===== config.mk =====
export PLATFORM = sky130hd
export DESIGN_NAME = reg_writeback_ctrl
export DESIGN_NICKNAME = d
export VERILOG_FILES = /design/src/rtl/reg_wb_pkg.sv /design/src/rtl/reg_writeback_ctrl_fifo.sv /design/src/rtl/reg_writeback_ctrl.sv
export SDC_FILE = /design/constraint.sdc
export NUM_CORES = 1
export LEC_CHECK = 0
export ABC_CLOCK_PERIOD_IN_PS = 4930
export CORE_AREA = 3 3 129 131
export CTS_CLUSTER_SIZE = 8
export DETAILED_ROUTE_END_ITERATION = 8
export DIE_AREA = 0 0 132 134
export PLACE_DENSITY = 0.81
export RECOVER_POWER = 100
export SLEW_MARGIN = 30
export SYNTH_ARGS = -nofsm -noshare
export SYNTH_HDL_FRONTEND = slang
export SYNTH_SLANG_ARGS = --single-unit

===== constraint.sdc =====
create_clock -name clk -period 4.93 [get_ports clk]
set_input_delay 1.479 -clock clk [delete_from_list [all_inputs] [get_ports clk]]
set_output_delay 1.479 -clock clk [all_outputs]
set_load 0.05 [all_outputs]

===== src/rtl/reg_wb_pkg.sv =====
// Shared types and widths for the register-bank writeback controller.
package reg_wb_pkg;

    localparam int REG_W     = 32;
    localparam int REG_IDX_W = 4;
    localparam int NUM_REGS  = 16;

    typedef enum logic {
        ALU_PRI = 1'b0,
        DRAIN   = 1'b1
    } wb_state_t;

    typedef struct packed {
        logic [REG_IDX_W-1:0] dest;
        logic [REG_W-1:0]     data;
    } wb_entry_t;

endpackage


===== src/rtl/reg_writeback_ctrl_fifo.sv =====
// Load-return FIFO for the writeback controller: registered output, no fall-through.
module wb_load_fifo
    import reg_wb_pkg::*;
#(
    parameter int DEPTH = 4
) (
    input  logic                    clk,
    input  logic                    rst,
    input  logic                    push,
    input  wb_entry_t               push_data,
    input  logic                    pop,
    output wb_entry_t               pop_data,
    output logic                    full,
    output logic                    empty,
    output logic [$clog2(DEPTH):0]  count
);

    localparam int AW = $clog2(DEPTH);
    localparam int CW = AW + 1;
    localparam logic [CW-1:0] FULL_CNT = CW'(DEPTH);

    wb_entry_t       mem [DEPTH];
    logic [CW-1:0]   wr_ptr;
    logic [CW-1:0]   rd_ptr;
    logic            push_ok;
    logic            pop_ok;

    assign count    = wr_ptr - rd_ptr;
    assign full     = (count == FULL_CNT);
    assign empty    = (count == '0);
    assign push_ok  = push && !full;
    assign pop_ok   = pop && !empty;
    assign pop_data = mem[rd_ptr[AW-1:0]];

    // Pointers carry one extra bit so full and empty are distinguishable.
    always_ff @(posedge clk or posedge rst) begin
        if (rst) begin
            wr_ptr <= '0;
            rd_ptr <= '0;
        end else begin
            if (push_ok) wr_ptr <= wr_ptr + 1'b1;
            if (pop_ok)  rd_ptr <= rd_ptr + 1'b1;
        end
    end

    always_ff @(posedge clk) begin
        if (push_ok) mem[wr_ptr[AW-1:0]] <= push_data;
    end

endmodule


===== src/rtl/reg_writeback_ctrl.sv =====
// Single writer for the 16x32 register bank: merges ALU results and buffered loads.
// Optional REG0_ZERO_EN makes register 0 constant zero (writes consumed, never busy).
module reg_writeback_ctrl
    import reg_wb_pkg::*;
#(
    parameter int DEPTH        = 4,
    parameter int STARVE_LIMIT = 8
) (
    input  logic                 clk,
    input  logic                 rst,
    input  logic                 alu_valid,
    input  logic [REG_IDX_W-1:0] alu_dest,
    input  logic [REG_W-1:0]     alu_result,
    output logic                 alu_ready,
    input  logic                 mem_valid,
    input  logic [REG_IDX_W-1:0] mem_dest,
    input  logic [REG_W-1:0]     mem_data,
    output logic                 mem_ready,
    input  logic                 issue_valid,
    input  logic [REG_IDX_W-1:0] issue_dest,
    output logic                 wr_en,
    output logic [REG_IDX_W-1:0] dest_in,
    output logic [REG_W-1:0]     ldr_in,
    output logic [NUM_REGS-1:0]  busy
);

    localparam int AW = $clog2(DEPTH);
    localparam int DW = AW + 1;
    localparam int SW = $clog2(STARVE_LIMIT + 1);
    localparam logic [SW-1:0] STARVE_MAX = SW'(STARVE_LIMIT);

    function automatic logic [SW-1:0] sat_inc(input logic [SW-1:0] v);
        return (v == STARVE_MAX) ? v : v + 1'b1;
    endfunction

    wb_state_t            state;
    wb_state_t            state_nxt;
    logic [SW-1:0]        starve_cnt;
    logic [SW-1:0]        starve_nxt;
    logic [DW-1:0]        drain_cnt;
    logic [DW-1:0]        drain_nxt;

    logic                 fifo_push;
    logic                 fifo_pop;
    logic                 fifo_full;
    logic                 fifo_empty;
    logic [DW-1:0]        fifo_count;
    wb_entry_t            fifo_head;
    wb_entry_t            mem_entry;

    logic                 take_alu;
    logic                 wr_p0;
    logic [REG_IDX_W-1:0] dest_p0;
    logic [REG_W-1:0]     data_p0;
    logic [NUM_REGS-1:0]  busy_nxt;

    assign mem_entry = '{dest: mem_dest, data: mem_data};
    assign mem_ready = !fifo_full;
    assign fifo_push = mem_valid && mem_ready;

    wb_load_fifo #(.DEPTH(DEPTH)) u_fifo (
        .clk       (clk),
        .rst       (rst),
        .push      (fifo_push),
        .push_data (mem_entry),
        .pop       (fifo_pop),
        .pop_data  (fifo_head),
        .full      (fifo_full),
        .empty     (fifo_empty),
        .count     (fifo_count)
    );

    // Arbitration: ALU has priority until loads have starved STARVE_LIMIT times in a row.
    always_comb begin
        state_nxt  = state;
        starve_nxt = starve_cnt;
        drain_nxt  = drain_cnt;
        alu_ready  = 1'b0;
        take_alu   = 1'b0;
        fifo_pop   = 1'b0;
        unique case (state)
            ALU_PRI: begin
                alu_ready = 1'b1;
                if (alu_valid)        take_alu = 1'b1;
                else if (!fifo_empty) fifo_pop = 1'b1;
                if (fifo_empty || fifo_pop) starve_nxt = '0;
                else                        starve_nxt = sat_inc(starve_cnt);
                if (starve_nxt == STARVE_MAX) begin
                    state_nxt = DRAIN;
                    // Only loads already queued at entry are drained, bounding DRAIN.
                    drain_nxt = fifo_count + DW'(fifo_push);
                end
            end
            DRAIN: begin
                fifo_pop  = !fifo_empty;
                drain_nxt = drain_cnt - 1'b1;
                if ((drain_cnt == DW'(1)) || (drain_cnt == '0)) begin
                    state_nxt  = ALU_PRI;
                    starve_nxt = '0;
                    drain_nxt  = '0;
                end
            end
        endcase
    end

    // Stage p0: select the write for this cycle
    always_comb begin
        dest_p0 = fifo_head.dest;
        data_p0 = fifo_head.data;
        if (take_alu) begin
            dest_p0 = alu_dest;
            data_p0 = alu_result;
        end
`ifdef REG0_ZERO_EN
        wr_p0 = (take_alu || fifo_pop) && (dest_p0 != '0);
`else
        wr_p0 = take_alu || fifo_pop;
`endif
    end

    // Set after clear so an issue on the same edge as its old writeback stays pending.
    always_comb begin
        busy_nxt = busy;
        if (wr_en) busy_nxt[dest_in] = 1'b0;
`ifdef REG0_ZERO_EN
        if (issue_valid && (issue_dest != '0)) busy_nxt[issue_dest] = 1'b1;
`else
        if (issue_valid) busy_nxt[issue_dest] = 1'b1;
`endif
    end

    // Stage p1: registered bank write port and control state
    always_ff @(posedge clk or posedge rst) begin
        if (rst) begin
            state      <= ALU_PRI;
            starve_cnt <= '0;
            drain_cnt  <= '0;
            wr_en      <= 1'b0;
            dest_in    <= '0;
            ldr_in     <= '0;
            busy       <= '0;
        end else begin
            state      <= state_nxt;
            starve_cnt <= starve_nxt;
            drain_cnt  <= drain_nxt;
            wr_en      <= wr_p0;
            busy       <= busy_nxt;
            if (wr_p0) begin
                dest_in <= dest_p0;
                ldr_in  <= data_p0;
            end
        end
    end

endmodule

==> results.md, run 1 <==
* Status: finished, violations left
* Failing checks: max-capacitance violations, max-slew violations
* WL/cell at 20.63 um
* GRT met3 Usage at 4.051%
* Fmax at 0.2253 GHz
* Max Cap Violations at 6
* FF-to-FF setup slack at 0.90 ns
* CTS tree: built
* Min Tclk post-route at 4.439 ns
* Comb pwr share at 41.3%
* Register bit total from synthesis at 211
* Crit-path max FO at 7
* Clock Path Buffers at 3
* Ys async rst share at 31.75%
* # fillers at 1015
* Worst setup EP type: output port
* Cells after synthesis at 510
* Synthesized area per cell at 16.82 um^2
* Final Routed Wirelength at 18650 um
* Post-CTS Setup Bufs at 0
* Post-DP HPWL at 11240 um
* Worst path arrival time at 2.96 ns
* P_sw at 2.980 mW
* # placed instances at 845
* Post-route ant nets at 0
* Inserted Clock Buffers at 30
* Num ports at 136
* Setup TNS at 0 ns
* PwrDens at 719.0 mW/mm^2
* TritonRoute pass-1 iters at 4
* Worst-path clk slew at 0.05 ns
* Endpoints failing hold at 0
* Layout cells sized above 1 at 11.84%
* RSZ-0062 raised after global routing: false
* Maximum VDD drop at 0.4274 mV
* Max_slew headroom at -33.72%
* Die width at 132 um
* Final worst-path cycle share at 90.04%
* Vias in the first global route at 5399
* Vias at 5033
* Clock root cell: clkbuf_16
* Clock network power share at 23.7%
* Largest net degree at the start of global routing at 47
* Post-synth EDFFs at 144
* CTS Sinks at 211
* Hold Startpoint: u_fifo.wr_ptr[2]$_DFFE_PP0P_
* Initial DRC count at 340
* CP startpoint kind: flip-flop
* Tot GR Track Use at 21.54%
* Hold buffers post-CTS at 0
* WS Path Type: flip-flop to output port
* Syn_nets at 605
* Global routing's busiest layer: met2
* DRC at 0
* Total gr overflow at 0
* Mapped cell area at 0.008576 mm^2
* Actual slew at the worst max-slew pin at 2.006 ns
* Cell Int Power at 4.885 mW
* Unique cell type count in the Yosys netlist at 49
* YS warnings at 0
* Largest area contributor in the netlist: edfxtp_1
* Grt met2 use at 37.03%
* Fin nets at 756
* Clock insertion delay at the later pin of the skew report at 0.52 ns
* Port Buffers at 135
* Share of the synthesized area in the top cell type at 50.42%
* Vias per cell at 5.567
* Register area share after synthesis at 69.97%
* First-pass GRT wire length at 29820 um
* Sw Ratio at 37.89%
* Synth top area cells: edfxtp_1 50%, dfrtp_1 20%, mux4_2 9.5%
* Most common cell after layout, fill and taps aside: edfxtp_1
* RD Place Congestion at 0.8526
* Die Height at 134 um
* HP Class: flip-flop to flip-flop
* Final setup vio count at 0
* Commonest cells after routing, fill and taps aside: 144 x edfxtp_1, 95 x dlygate4sd3_1, 65 x dfrtp_1
* Layout Cells excl Fill at 904
* Area growth syn-to-layout at 27.56%
* Post_cts resized at 0
* Worst Setup SP: u_fifo.wr_ptr[0]$_DFFE_PP0P_
* Max Slew Vio Count at 230
* R2r startpoint: u_fifo.wr_ptr[0]$_DFFE_PP0P_
* Starting density of the core at 54.58%
* Leak Pwr at 3.888 nW
* Required time worst endpoint at 3.45 ns
* Met1 usage at 26.98%
* Initial antenna violation count at 6
* Final setup skew at 0.01254 ns
* H-tree Lvls at 1
* Synth Flop Type: edfxtp_1
* Cell Rows at 46
* Core area at 0.01571 mm^2
* Die area at 0.01769 mm^2
* Seq pwr share at 35.0%
[cell usage after synthesis (2+ instances only)]
| library cell | instances |
|---|---|
| edfxtp_1 | 144 |
| dfrtp_1 | 67 |
| nor2_1 | 42 |
| a21oi_1 | 37 |
| mux2i_1 | 37 |
| mux4_2 | 36 |
| o21ai_0 | 34 |
| ha_1 | 13 |
| nand2_1 | 11 |
| clkbuf_1 | 10 |
| inv_1 | 10 |
| nand3b_1 | 6 |
| nand2b_1 | 5 |
| and2_1 | 3 |
| buf_2 | 3 |
| buf_8 | 3 |
| nand3_1 | 3 |
| nor2b_1 | 3 |
| o211ai_1 | 3 |
| or4_1 | 3 |
| xnor2_1 | 3 |
| a22o_1 | 2 |
| and3_1 | 2 |
| o311ai_0 | 2 |
| o31ai_1 | 2 |
| or2_2 | 2 |
| or3b_2 | 2 |
[power groups by stage]
| stage | combinational (mW) | sequential, mW | clock (mW) |
|---|---|---|---|
| 2_1_floorplan | 1.75 | 3.48 | 0 |
| 3_3_place_gp | 3.32 | 2.73 | 0 |
| 3_5_place_dp | 3.40 | 2.77 | 0 |
| 4_1_cts | 3.43 | 2.75 | 1.89 |
| 5_1_grt | 3.48 | 2.81 | 1.98 |
| 6_report | 3.25 | 2.75 | 1.86 |
[state kept, by name, summed over array words and instances (netlist names), 3 cells and up]
register       cells
u_fifo.rd_ptr      3
ldr_in            32
u_fifo.wr_ptr      3
dest_in            4
starve_cnt         4
drain_cnt          3
u_fifo.mem       144
busy              16
[final cells by class]
class	instances	area, um^2	area share (%)
Timing Repair Buffer	139	1379	12.60
Tap cell	216	270.3	2.471
Inverter	11	41.29	0.3774
Clock buffer	54	862.1	7.881
Clock inverter	1	7.507	0.06863
Multi-Input combinational cell	268	2366	21.63
Antenna cell	4	10.01	0.09150
Sequential cell	211	6003	54.88
[worst max-delay path, cell delays in order, from the launching register on]
cell and delay, ns:
dfrtp_1 0.38, inv_1 0.11, ha_1 0.22, fa_1 0.37, xor3_1 0.34, nand3_1 0.14, dlygate4sd3_1 0.88
[layer usage]
metal	part of all wire, %	wire [um]
met5	0.14	27
met4	3.1	573
met3	5.6	1038
met2	52	9757
met1	39	7248
[worst paths after layout]
check,to,cells past startpoint
setup / recovery,mem_ready,6
hold / removal,u_fifo.wr_ptr[2]$_DFFE_PP0P_,1
setup reg to reg,u_fifo.mem[3][18]$_DFFE_PP_,6
hold reg to reg,u_fifo.wr_ptr[2]$_DFFE_PP0P_,1
max in group asynchronous,u_fifo.rd_ptr[0]$_DFFE_PP0P_,3
min in group asynchronous,busy[5]$_DFF_PP0_,2
[cell families after synthesis]
kind of cell	share of synthesized area, %
xor gates and xnor gates	0.7296
and+or+nand+nor	5.180
DFF	69.97
AOI/OAI and AO/OA	6.026
adders and majority gates	2.130
muxes	13.90
buffers and inverters	2.057
[stage by stage]
step	setup WS, ns	total power, mW	utilization [%]	instance area (um^2)	hold slack (ns)
after floorplan	1.636	5.228	-	8576	0.4432
after global placement	1.083	6.045	64.27	10100	0.4646
after detailed placement	1.030	6.171	64.27	10100	0.4662
after CTS	0.4703	8.072	69.80	10970	0.4780
after global routing	0.3649	8.266	69.62	10940	0.5100
final	0.4911	7.865	69.62	10940	0.4807
Power figures use the tool's default switching activity.
==> run 2: changes to the inputs <==
--- a/config.mk
+++ b/config.mk
@@ -6,13 +6,16 @@
 export NUM_CORES = 1
 export LEC_CHECK = 0
 export ABC_CLOCK_PERIOD_IN_PS = 4930
-export CORE_AREA = 3 3 129 131
+export CELL_PAD_IN_SITES_DETAIL_PLACEMENT = 1
+export CELL_PAD_IN_SITES_GLOBAL_PLACEMENT = 1
+export CORE_AREA = 3 3 138 140
 export CTS_CLUSTER_SIZE = 8
 export DETAILED_ROUTE_END_ITERATION = 8
-export DIE_AREA = 0 0 132 134
-export PLACE_DENSITY = 0.81
+export DIE_AREA = 0 0 141 143
+export PLACE_DENSITY_LB_ADDON = 0.1
 export RECOVER_POWER = 100
 export SLEW_MARGIN = 30
 export SYNTH_ARGS = -nofsm -noshare
 export SYNTH_HDL_FRONTEND = slang
+export SYNTH_HIERARCHICAL = 1
 export SYNTH_SLANG_ARGS = --single-unit
==> results.md, run 2 <==
* Status: finished, violations left
* Failing checks: max-capacitance violations, max-slew violations
* Worst path arrival time at 3.22 ns
* RD Place Congestion at 0.8157
* Unique cell type count in the Yosys netlist at 40
* Register area share after synthesis at 70.13%
* Die Height at 143 um
* Starting density of the core at 47.64%
* Most common cell after layout, fill and taps aside: edfxtp_1
* Final setup vio count at 0
* Min Tclk post-route at 4.695 ns
* Core area at 0.01796 mm^2
* CP startpoint kind: flip-flop
* # placed instances at 875
* Layout cells sized above 1 at 12.13%
* Clock insertion delay at the later pin of the skew report at 0.53 ns
* Synth Flop Type: edfxtp_1
* Largest net degree at the start of global routing at 45
* Final Routed Wirelength at 20900 um
* Num ports at 136
* HP Class: flip-flop to flip-flop
* Inserted Clock Buffers at 30
* Largest area contributor in the netlist: edfxtp_1
* CTS tree: built
* First-pass GRT wire length at 32870 um
* Endpoints failing hold at 0
* Clock Path Buffers at 3
* Ys async rst share at 31.75%
* Commonest cells after routing, fill and taps aside: 144 x edfxtp_1, 93 x dlygate4sd3_1, 76 x o21ai_0
* Area growth syn-to-layout at 28.78%
* Mapped cell area at 0.008557 mm^2
* Synthesized area per cell at 16.30 um^2
* Fmax at 0.2130 GHz
* Clock root cell: clkbuf_16
* RSZ-0062 raised after global routing: false
* Crit-path max FO at 6
* Actual slew at the worst max-slew pin at 2.188 ns
* Post-route ant nets at 0
* Synth top area cells: edfxtp_1 51%, dfrtp_1 20%, mux4_2 9.5%
* Register bit total from synthesis at 211
* Post-DP HPWL at 13020 um
* DRC at 0
* WL/cell at 22.43 um
* Hold buffers post-CTS at 0
* Total gr overflow at 0
* Vias per cell at 5.530
* Number of flip-flops in the largest register at 144
* PwrDens at 736.2 mW/mm^2
* Count leader, synth: edfxtp_1
* Port Buffers at 135
* Worst-path clk slew at 0.05 ns
* Vias at 5154
* Vias in the first global route at 5830
* Initial antenna violation count at 2
* Max Slew Vio Count at 82
* CTS Sinks at 211
* Post_cts resized at 0
* Syn_nets at 620
* Cell Rows at 49
* Max Cap Violations at 2
* TritonRoute pass-1 iters at 4
* Share of the synthesized area in the top cell type at 50.53%
* Layout Cells excl Fill at 932
* Final worst-path cycle share at 95.22%
* WS Path Type: flip-flop to output port
* YS warnings at 6
* Final setup skew at 0.01489 ns
* Post-synth top cells: 144 x edfxtp_1, 74 x o21ai_0, 67 x dfrtp_1
* Post-CTS Setup Bufs at 0
* Die width at 141 um
* Leak Pwr at 4.036 nW
* Maximum VDD drop at 0.4127 mV
* Max_slew headroom at -46.65%
* Cells after synthesis at 525
* Setup TNS at 0 ns
* Die area at 0.02016 mm^2
* Post-synth EDFFs at 144
* Initial DRC count at 279
* Fin nets at 773
* H-tree Lvls at 1
* Tot GR Track Use at 21.23%
* Required time worst endpoint at 3.45 ns
* Worst setup EP type: output port
run 2: changes by cell type after synthesis, sizes merged, moves of 5 or more:
cell	previous run	this run
o21ai	36	76
nor2	43	9
nand2	12	52
a21oi	37	3
nor3	0	5
run 2: metrics by stage:
stage | setup WS (ns) | area (um^2) | total power, mW | util [%] | hold slack (ns)
2_1_floorplan | 0.7833 | 8557 | 5.222 | - | 0.4939
3_3_place_gp | 0.9042 | 10180 | 6.256 | 56.67 | 0.4916
3_5_place_dp | 0.7776 | 10190 | 6.418 | 56.75 | 0.5052
4_1_cts | 0.1742 | 11060 | 8.365 | 61.58 | 0.5159
5_1_grt | 0.03019 | 11020 | 8.571 | 61.34 | 0.5457
6_report | 0.2354 | 11020 | 8.112 | 61.34 | 0.5084
run 2: logic make-up (layout without fill, tap and decap cells):
kind of cell             Yosys count  in the layout  share of synthesized area, %
AO/OA/AOI/OAI                     85             85                         5.279
XOR/XNOR                           8              8                         1.009
adder cells (fa/ha/maj)           14             14                         2.135
buffers and inverters             34            210                         1.740
flip-flops                       211            211                         70.13
multiplexers                      77             77                         14.36
other                              0              2                             0
AND/OR/NAND/NOR                   96             96                         5.352
run 2: path summary, 6_finish.rpt:
path,slack (ns),startpoint,cells past startpoint,endpoint
worst min-delay path,0.51,busy[11]$_DFF_PP0_,2,busy[11]$_DFF_PP0_
max in group asynchronous,1.09,rst,3,ldr_in[10]$_DFFE_PP0P_
worst max-delay path,0.24,u_fifo/wr_ptr[0]$_DFFE_PP0P_,8,mem_ready
worst max register to register,0.35,u_fifo/wr_ptr[0]$_DFFE_PP0P_,11,drain_cnt[0]$_DFFE_PP0P_
min in group asynchronous,1.36,rst,2,u_fifo/wr_ptr[0]$_DFFE_PP0P_
worst min register to register,0.51,busy[11]$_DFF_PP0_,2,busy[11]$_DFF_PP0_
run 2: where the power goes:
part	leakage (nW)	internal (mW)	switching, mW
Combinational	1.50	1.24	2.16
Clock	0.414	1.16	0.706
Sequential	2.12	2.58	0.268
Total	4.04	4.97	3.14
run 2: cell type report:
cell class                 count  area [um^2]
timing repair buffer         142         1391
tap                          229        286.5
multi-input combinational    280         2415
clock buffer                  54        862.1
antenna                        2        5.005
clock inverter                 1        6.256
fill                        1633         6944
inverter                      13        50.05
sequential                   211         6003
run 2: critical path: stages (launching register included):
cell             delay [ns]
dfrtp_1                0.43
inv_1                  0.13
ha_1                   0.23
fa_1                   0.45
xor3_1                 0.35
nand2_1                0.18
inv_1                  0.07
inv_1                  0.05
clkdlybuf4s50_1        0.79
run 2: routing by layer:
metal	share of wire (%)	track usage, %
met2	54	39.47
met4	1.5	5.711
met5	0	0
met3	6.0	4.119
met1	39	25.37
